<file path="config.mk">
export PLATFORM = sky130hd
export DESIGN_NAME = pad_ctl_scheduler
export DESIGN_NICKNAME = d
export VERILOG_FILES = /design/src/rtl/pad_ctl_pkg.sv /design/src/rtl/pad_ctl_stagger_cnt.sv /design/src/rtl/pad_ctl_scheduler.sv
export SDC_FILE = /design/constraint.sdc
export NUM_CORES = 1
export LEC_CHECK = 0
export ABC_AREA = 0
export CORE_ASPECT_RATIO = 0.6
export CORE_UTILIZATION = 48
export DETAILED_ROUTE_END_ITERATION = 12
export PLACE_DENSITY_LB_ADDON = 0.05
export SLEW_MARGIN = 20
export SYNTH_ARGS = -nofsm -noshare
export SYNTH_HDL_FRONTEND = slang
export SYNTH_SLANG_ARGS = --single-unit
export TNS_END_PERCENT = 100
</file>
<file path="constraint.sdc">
create_clock -name clk -period 2.7 [get_ports clk]
set_input_delay 0.54 -clock clk [delete_from_list [all_inputs] [get_ports clk]]
set_output_delay 0.54 -clock clk [all_outputs]
set_load 0.02 [all_outputs]
</file>
<file path="src/rtl/pad_ctl_pkg.sv">
// Shared types and constants for the pad control scheduler: FSM state
// encoding, default geometry and the pad-to-slice offset helper.
package pad_ctl_pkg;

   localparam int PAD_CTL_W_DEF = 9;
   localparam int FIRST_PAD_DEF = 3;

   typedef enum logic [1:0] {
      IDLE = 2'd0,
      SCAN = 2'd1,
      WAIT = 2'd2
   } pad_ctl_state_t;

   function automatic int pad_ctl_offset(input int pad, input int first_pad, input int ctl_w);
      return (pad - first_pad) * ctl_w;
   endfunction

endpackage

</file>
<file path="src/rtl/pad_ctl_stagger_cnt.sv">
// Loadable down-counter that spaces successive live pad updates.
// zero flags that the count reaches zero with this cycle's decrement.
module pad_ctl_stagger_cnt
   import pad_ctl_pkg::*;
#(
   parameter int W = 2
) (
   input  logic         clk,
   input  logic         rst,
   input  logic         load,
   input  logic [W-1:0] load_val,
   input  logic         dec,
   output logic         zero
);

   logic [W-1:0] cnt;
   logic [W-1:0] cnt_n;

   always_comb begin
      cnt_n = cnt;
      if (load) begin
         cnt_n = load_val;
      end else if (dec && (cnt != '0)) begin
         cnt_n = cnt - 1'b1;
      end
   end

   assign zero = (cnt_n == '0);

   always_ff @(posedge clk) begin
      if (rst) begin
         cnt <= '0;
      end else begin
         cnt <= cnt_n;
      end
   end

endmodule

</file>
<file path="src/rtl/pad_ctl_scheduler.sv">
// Shadow/live pad control words with a staggered apply sequence.
// Define PAD_CTL_STAGGER_EN for one-pad-at-a-time updates; otherwise all pads update at once.
//
//   state | meaning
//   IDLE  | waiting for apply_req; config writes accepted
//   SCAN  | compare shadow[idx] with live[idx], copy if different
//   WAIT  | stagger delay after a copied pad
module pad_ctl_scheduler
   import pad_ctl_pkg::*;
#(
   parameter int                   NUM_PADS    = 11,
   parameter int                   FIRST_PAD   = FIRST_PAD_DEF,
   parameter int                   PAD_CTL_W   = PAD_CTL_W_DEF,
   parameter int                   STAGGER_CYC = 4,
   parameter logic [PAD_CTL_W-1:0] RESET_CTL   = '0,
   localparam int                  AW          = $clog2(NUM_PADS),
   localparam int                  NC          = NUM_PADS - FIRST_PAD
) (
   input  logic                    clk,
   input  logic                    rst,
   input  logic                    cfg_valid,
   output logic                    cfg_ready,
   input  logic [AW-1:0]           cfg_addr,
   input  logic [PAD_CTL_W-1:0]    cfg_data,
   output logic                    cfg_err,
   input  logic                    apply_req,
   output logic                    busy,
   output logic                    done,
   output logic [NC*PAD_CTL_W-1:0] pad_ctl_o
);

   pad_ctl_state_t state, state_n;
   logic pending, pending_n;
   logic done_q, done_n;
   logic err_q;
   logic addr_ok, wr_en, pend_eff;
   logic [PAD_CTL_W-1:0] shadow [FIRST_PAD:NUM_PADS-1];
   logic [PAD_CTL_W-1:0] live   [FIRST_PAD:NUM_PADS-1];

   assign busy      = (state != IDLE);
   assign cfg_ready = !busy;
   assign cfg_err   = err_q;
   assign done      = done_q;
   assign addr_ok   = (cfg_addr >= AW'(FIRST_PAD)) && (cfg_addr <= AW'(NUM_PADS - 1));
   assign wr_en     = cfg_valid && cfg_ready;
   // A request arriving in the final busy cycle still counts as pending.
   assign pend_eff  = pending || apply_req;

   always_ff @(posedge clk) begin
      if (rst) begin
         state   <= IDLE;
         pending <= 1'b0;
         done_q  <= 1'b0;
         err_q   <= 1'b0;
         for (int p = FIRST_PAD; p < NUM_PADS; p++) begin
            shadow[p] <= RESET_CTL;
         end
      end else begin
         state   <= state_n;
         pending <= pending_n;
         done_q  <= done_n;
         err_q   <= wr_en && !addr_ok;
         if (wr_en && addr_ok) begin
            shadow[cfg_addr] <= cfg_data;
         end
      end
   end

`ifdef PAD_CTL_STAGGER_EN
   localparam int CNT_W = (STAGGER_CYC > 1) ? $clog2(STAGGER_CYC) : 1;

   logic [AW-1:0] idx, idx_n;
   logic cnt_load, cnt_dec, cnt_zero, copy_en, step;

   pad_ctl_stagger_cnt #(.W(CNT_W)) u_stagger_cnt (
      .clk      (clk),
      .rst      (rst),
      .load     (cnt_load),
      .load_val (CNT_W'(STAGGER_CYC - 1)),
      .dec      (cnt_dec),
      .zero     (cnt_zero)
   );

   always_comb begin
      state_n   = state;
      idx_n     = idx;
      pending_n = pending;
      done_n    = 1'b0;
      cnt_load  = 1'b0;
      cnt_dec   = 1'b0;
      copy_en   = 1'b0;
      step      = 1'b0;
      if (busy && apply_req) begin
         pending_n = 1'b1;
      end
      case (state)
         IDLE: begin
            if (apply_req) begin
               state_n = SCAN;
               idx_n   = AW'(FIRST_PAD);
            end
         end
         SCAN: begin
            if (shadow[idx] != live[idx]) begin
               copy_en = 1'b1;
               if (STAGGER_CYC > 1) begin
                  cnt_load = 1'b1;
                  state_n  = WAIT;
               end else begin
                  step = 1'b1;
               end
            end else begin
               step = 1'b1;
            end
         end
         WAIT: begin
            cnt_dec = 1'b1;
            step    = cnt_zero;
         end
         default: state_n = IDLE;
      endcase
      // Advancing to the next pad happens on the SCAN/WAIT exit edge itself.
      if (step) begin
         if (idx == AW'(NUM_PADS - 1)) begin
            done_n = 1'b1;
            if (pend_eff) begin
               state_n   = SCAN;
               idx_n     = AW'(FIRST_PAD);
               pending_n = 1'b0;
            end else begin
               state_n = IDLE;
            end
         end else begin
            idx_n   = idx + 1'b1;
            state_n = SCAN;
         end
      end
   end

   always_ff @(posedge clk) begin
      if (rst) begin
         idx <= '0;
         for (int p = FIRST_PAD; p < NUM_PADS; p++) begin
            live[p] <= RESET_CTL;
         end
      end else begin
         idx <= idx_n;
         if (copy_en) begin
            live[idx] <= shadow[idx];
         end
      end
   end
`else
   logic copy_all;

   always_comb begin
      state_n   = state;
      pending_n = pending;
      done_n    = 1'b0;
      copy_all  = 1'b0;
      if (busy && apply_req) begin
         pending_n = 1'b1;
      end
      case (state)
         IDLE: begin
            if (apply_req) begin
               state_n = SCAN;
            end
         end
         SCAN: begin
            copy_all = 1'b1;
            done_n   = 1'b1;
            if (pend_eff) begin
               state_n   = SCAN;
               pending_n = 1'b0;
            end else begin
               state_n = IDLE;
            end
         end
         default: state_n = IDLE;
      endcase
   end

   always_ff @(posedge clk) begin
      if (rst) begin
         for (int p = FIRST_PAD; p < NUM_PADS; p++) begin
            live[p] <= RESET_CTL;
         end
      end else if (copy_all) begin
         for (int p = FIRST_PAD; p < NUM_PADS; p++) begin
            live[p] <= shadow[p];
         end
      end
   end
`endif

   for (genvar p = FIRST_PAD; p < NUM_PADS; p++) begin : g_out
      assign pad_ctl_o[pad_ctl_offset(p, FIRST_PAD, PAD_CTL_W) +: PAD_CTL_W] = live[p];
   end

endmodule

</file>
=== After elaboration in Yosys (flattened, before gate mapping) ===
Memories as Yosys holds them, arrays and structs flattened.
Cells that the tools add are included.
Widths: inputs -> output; s select.

* Memories kept: 2
* Output and inout port bits: 76
* Word-level logic and storage cells: 55
* Register bits: 5
* Memory bits (writable): 144

* Reduce and logical (&&, ||, !) cells: 11
* Bitwise gates (word level): 8
* Equal/unequal tests: 2
* Order comparisons: 2
* Muxes and demuxes: 26

{| class="wikitable"
|+ Memories
! name !! depth !! bits a word !! read ports !! clocked after memory_dff !! wr ports !! RTL line !! text
|-
| live || 8 || 9 || 8 || 0 || 8 || pad_ctl_scheduler.sv:38 || <nowiki>logic [PAD_CTL_W-1:0] live [FIRST_PAD:NUM_PADS-1];</nowiki>
|-
| shadow || 8 || 9 || 8 || 0 || 8 || pad_ctl_scheduler.sv:37 || <nowiki>logic [PAD_CTL_W-1:0] shadow [FIRST_PAD:NUM_PADS-1];</nowiki>
|}

{| class="wikitable"
|+ Operator list
! kind !! number
|-
| $mux 9 || 9
|-
| $mux 1 || 14
|-
| $reduce_or 9->1 || 1
|-
| $or 1x1->1 || 8
|-
| $logic_and 1x1->1 || 5
|-
| $ge 4x2->1 const B || 1
|-
| $le 4x4->1 const B || 1
|-
| $mux 4 || 1
|-
| $pmux 2 s2 || 1
|-
| $eq 2x1->1 const B || 1
|-
| $logic_not 1->1 || 2
|-
| $logic_not 2->1 || 1
|-
| $mux 2 || 1
|-
| $ne 2x2->1 const B || 1
|-
| $reduce_bool 2->1 || 1
|-
| $logic_or 1x1->1 || 1
|}

=== Longest topological paths before layout ===
* Depth in word-level cells: 9
* Gate-level depth with buffers: 4
* Depth with buffers taken out: 2

=== Least setup slack after synthesis ===
No wires, ideal clock.

* Kind: flip-flop to flip-flop
* Start point: register state[0]
* End point: register, netlist name live[0][27]
* Slack: -0.021 ns
* Buffers on the path: 0
* Library setup time: 0.432 ns
* Arrival time: 2.289 ns
* Cell stages (with the launch flop): 3
* Data required time: 2.268 ns
* Clock period less this slack: 2.721 ns
* Cell sequence: dfxtp_1 inv_1 nand2_1

{| class="wikitable"
|+ RTL lines
! element !! RTL line !! text
|-
| from (decl) || pad_ctl_scheduler.sv:32 || <nowiki>pad_ctl_state_t state, state_n;</nowiki>
|-
| from (signal assigned) || pad_ctl_scheduler.sv:59 || <nowiki>state <= state_n;</nowiki>
|}

=== Worst setup path in the final report ===
* Start point: register state[0]
* End point: output cfg_ready

* Cells in the longest elaborated chain, start to end: 2

{| class="wikitable"
|+ Ends and longest elaborated chain
! element !! RTL line !! text
|-
| $reduce_bool 2->1 || pad_ctl_scheduler.sv:40 || <nowiki>assign busy = (state != IDLE);</nowiki>
|-
| $logic_not 1->1 || pad_ctl_scheduler.sv:41 || <nowiki>assign cfg_ready = !busy;</nowiki>
|-
| to (decl) || pad_ctl_scheduler.sv:22 || <nowiki>output logic cfg_ready,</nowiki>
|}

No other way between the ends.

==> metrics.cfg <==
[status]
outcome = finished clean

[sta]
timing.final.crit_period_ns = 2.201
rsz0062_at_grt = false
final.setup_skew_ns = 0.008350
finalHoldViolCount = 0
post_route_clock_period_utilization = 0.8152
worst_slew_margin_rel = 0.6566
setup_viol = 0
final_count_of_pins_violating_max_slew = 0
worst_tran_pin_value_ns = 0.5151
tns_ns = 0
fin_hold_ws_ns = 0.5132
fmax_mhz = 454.3

[floorplanning]
placeable_core_area_um2 = 11410
num_io_pins = 93
chipWidth_um = 142.5
die_area_um2 = 12300
floorplan.initialDensity = 0.4985
floorplan_row_count = 30
floorplan.die.height_um = 86.32

[layout]
layout_net_count = 496
area_growth_pct = 32.78
multiInputGateArea_um2 = 1125
fillers = 838
area_of_all_sequential_standard_cells_um2 = 4404
drive_above_1_share = 0.1199
antenna-diode-count = 0

[synthesis]
post_synth.cell_area_avg_um2 = 15.17
yosys_warns = 0
synthesized_netlist_net_count = 392
synth_cell_types = 25
syn_inst = 375
netlist_area_um2 = 5688
ys_seq_area_frac = 0.7743
ys_ff_latch = 148

[route]
detailedRoute.firstIterationViolations = 283
drcViolationCount = 0
routed_wl_um = 11430
route.detailed.wl_per_inst_um = 17.54
routed-via-count = 3344
drt_pass1_iterations = 4
antenna_left = 0
vias_per_cell = 5.129

[clock_tree]
cts_max_level = 4
postCtsSetupBuffers = 0
tritoncts.num_buffers = 17
clk_root_buffer_cell = clkbuf_16
cts_hold_buffers = 0
clock_sinks = 148
clock_path_buffers = 2
cts_tree = yes
post_cts_resized = 0
path_clk_slew_ns = 0.06
clock_insertion_delay_worst_skew_ns = 0.42

[critical_path]
path_max_fanout = 9
worst_ep_required_time_ns = 2.16
crit_path_start_kind = flop
r2r_slack_ns = 0.92
crit_path_max_incr_delay_ns = 0.59
timing.critical_path.to_type = output port
timing.critical_path.cells = inv_1 > clkdlybuf4s50_1
cp_top_family = buffers and inverters
r2r_end = shadow[7][4]
worst_r2r_startpoint = state[0]
reg2reg_depth = 3
cp_data_arrival_time_ns = 1.66
critPathKind = flop to output port
worst_path_max_delay_cell = clkdlybuf4s50_1
path_buf_inv = 2

[global_route]
grt_remaining_overflow = 0
groute.usage.overall = 0.2017
grt_max_degree = 73
grt_first_pass_wirelength_um = 17580
first_global_vias = 3095
grt_antenna_before_repair = 0

[min_path]
holdPathEnd = live[0][32]
min_from = shadow[3][5]
worstHoldPathType = flop to flop
whs_path_depth = 1

[flow_run]
max_cap_violations = 0

[placed_design]
place_congestion = 0.8117
dp.final_hpwl_um = 7408
buffer_ports.inserted = 92

[power]
power_density_nw_per_um2 = 759.2
vdd_drop_max_mv = 0.4679
static-leakage-power_nw = 2.735

[where the power goes]
part | leakage, nW | internal, mW | switching [mW]
Clock | 0.329 | 1.74 | 0.956
Combinational | 0.818 | 0.161 | 0.238
Sequential | 1.59 | 2.61 | 0.0274
[per-stage QoR]
stage               area, µm²  worst slack, ns  instances    util  power (mW)
finish                   7552           0.4989        652  0.6618       5.734
global route             7552           0.4376        652  0.6618       5.892
CTS                      7552           0.5045        652  0.6618       5.761
detailed placement       6877           0.1970        620  0.6026       3.081
global placement         6877           0.2309        620  0.6026       3.073
floorplan                5690           0.3537        375       -       2.876
[layout by cell type, fill, tap and decap left out]
| master | instances |
|---|---|
| edfxtp_1 | 144 |
| nor3_1 | 72 |
| buf_12 | 1 |
| inv_6 | 4 |
| nor2_1 | 1 |
| nand2b_1 | 3 |
| o31ai_1 | 7 |
| bufinv_16 | 6 |
| or3b_1 | 1 |
| mux2_2 | 1 |
| nor2b_4 | 1 |
| or4b_1 | 1 |
| o21ai_1 | 1 |
| nor4bb_1 | 1 |
| nand3b_1 | 19 |
| or2_2 | 1 |
| clkinv_2 | 2 |
| clkinv_1 | 1 |
| nand2_2 | 1 |
| dfxtp_1 | 4 |
| buf_4 | 22 |
| a21oi_1 | 2 |
| nor4b_1 | 1 |
| clkinvlp_4 | 1 |
| clkbuf_16 | 17 |
| clkdlybuf4s50_1 | 92 |
| and2_1 | 72 |
| inv_1 | 10 |
| and3_1 | 1 |
| clkinv_4 | 2 |
[area by class of cell]
type / count / share of cell area
multi-input combinational: 186 / 0.1489
clock buffer: 17 / 0.05633
inverter: 11 / 0.005467
clock inverter: 15 / 0.03313
tap: 160 / 0.02651
sequential: 148 / 0.5832
timing repair buffer: 115 / 0.1465
[synthesized netlist by cell type]
| cell type | n | area [µm²] |
|---|---|---|
| edfxtp_1 | 144 | 4324 |
| and2_1 | 72 | 450.4 |
| nor3_1 | 72 | 360.4 |
| clkbuf_1 | 20 | 75.07 |
| nand3b_1 | 19 | 142.6 |
| inv_1 | 10 | 37.54 |
| o31ai_1 | 7 | 52.55 |
| buf_2 | 6 | 30.03 |
| dfxtp_1 | 4 | 80.08 |
| buf_1 | 3 | 11.26 |
| nand2b_1 | 3 | 18.77 |
| a21oi_1 | 2 | 10.01 |
| and3_1 | 1 | 6.260 |
| buf_6 | 1 | 11.26 |
| clkinv_1 | 1 | 3.750 |
| mux2_2 | 1 | 11.26 |
| nand2_1 | 1 | 3.750 |
| nor2_1 | 1 | 3.750 |
| nor2b_1 | 1 | 6.260 |
| nor4b_1 | 1 | 8.760 |
| nor4bb_1 | 1 | 10.01 |
| o21ai_1 | 1 | 5.000 |
| or2_2 | 1 | 6.260 |
| or3b_1 | 1 | 8.760 |
| or4b_1 | 1 | 10.01 |
[worst max path at each step]
stage / cells past startpoint / start / slack [ns] / end
2_1_floorplan: 4 / cfg_addr[1] / 0.35 / shadow[4][0]
3_3_place_gp: 4 / cfg_addr[1] / 0.23 / shadow[6][1]
3_5_place_dp: 4 / cfg_addr[1] / 0.20 / shadow[6][0]
4_1_cts: 2 / state[0] / 0.50 / cfg_ready
5_1_grt: 2 / state[0] / 0.44 / cfg_ready
6_report: 2 / state[0] / 0.50 / cfg_ready
[cells by family after synthesis]
group | share of synthesized area
flip-flops | 0.7743
AND/OR/NAND/NOR | 0.1821
multiplexers | 0.001980
AO/OA/AOI/OAI | 0.01188
buffers and inverters | 0.02970
[sequential cells by signal, indices dropped and copies added (netlist names)]
register / flops
cfg_err: 1
done: 1
live: 72
pending: 1
shadow: 72
state: 1
[metal layers]
metal	wire length, µm	vias to the layer above	track usage
met2	4469	146	0.2540
met3	1008	15	0.07017
met1	5799	1605	0.3133
met5	0	-	0
met4	157	0	0.07918
li1	-	1578	-
Note: power is estimated with default switching activity, not from simulation.
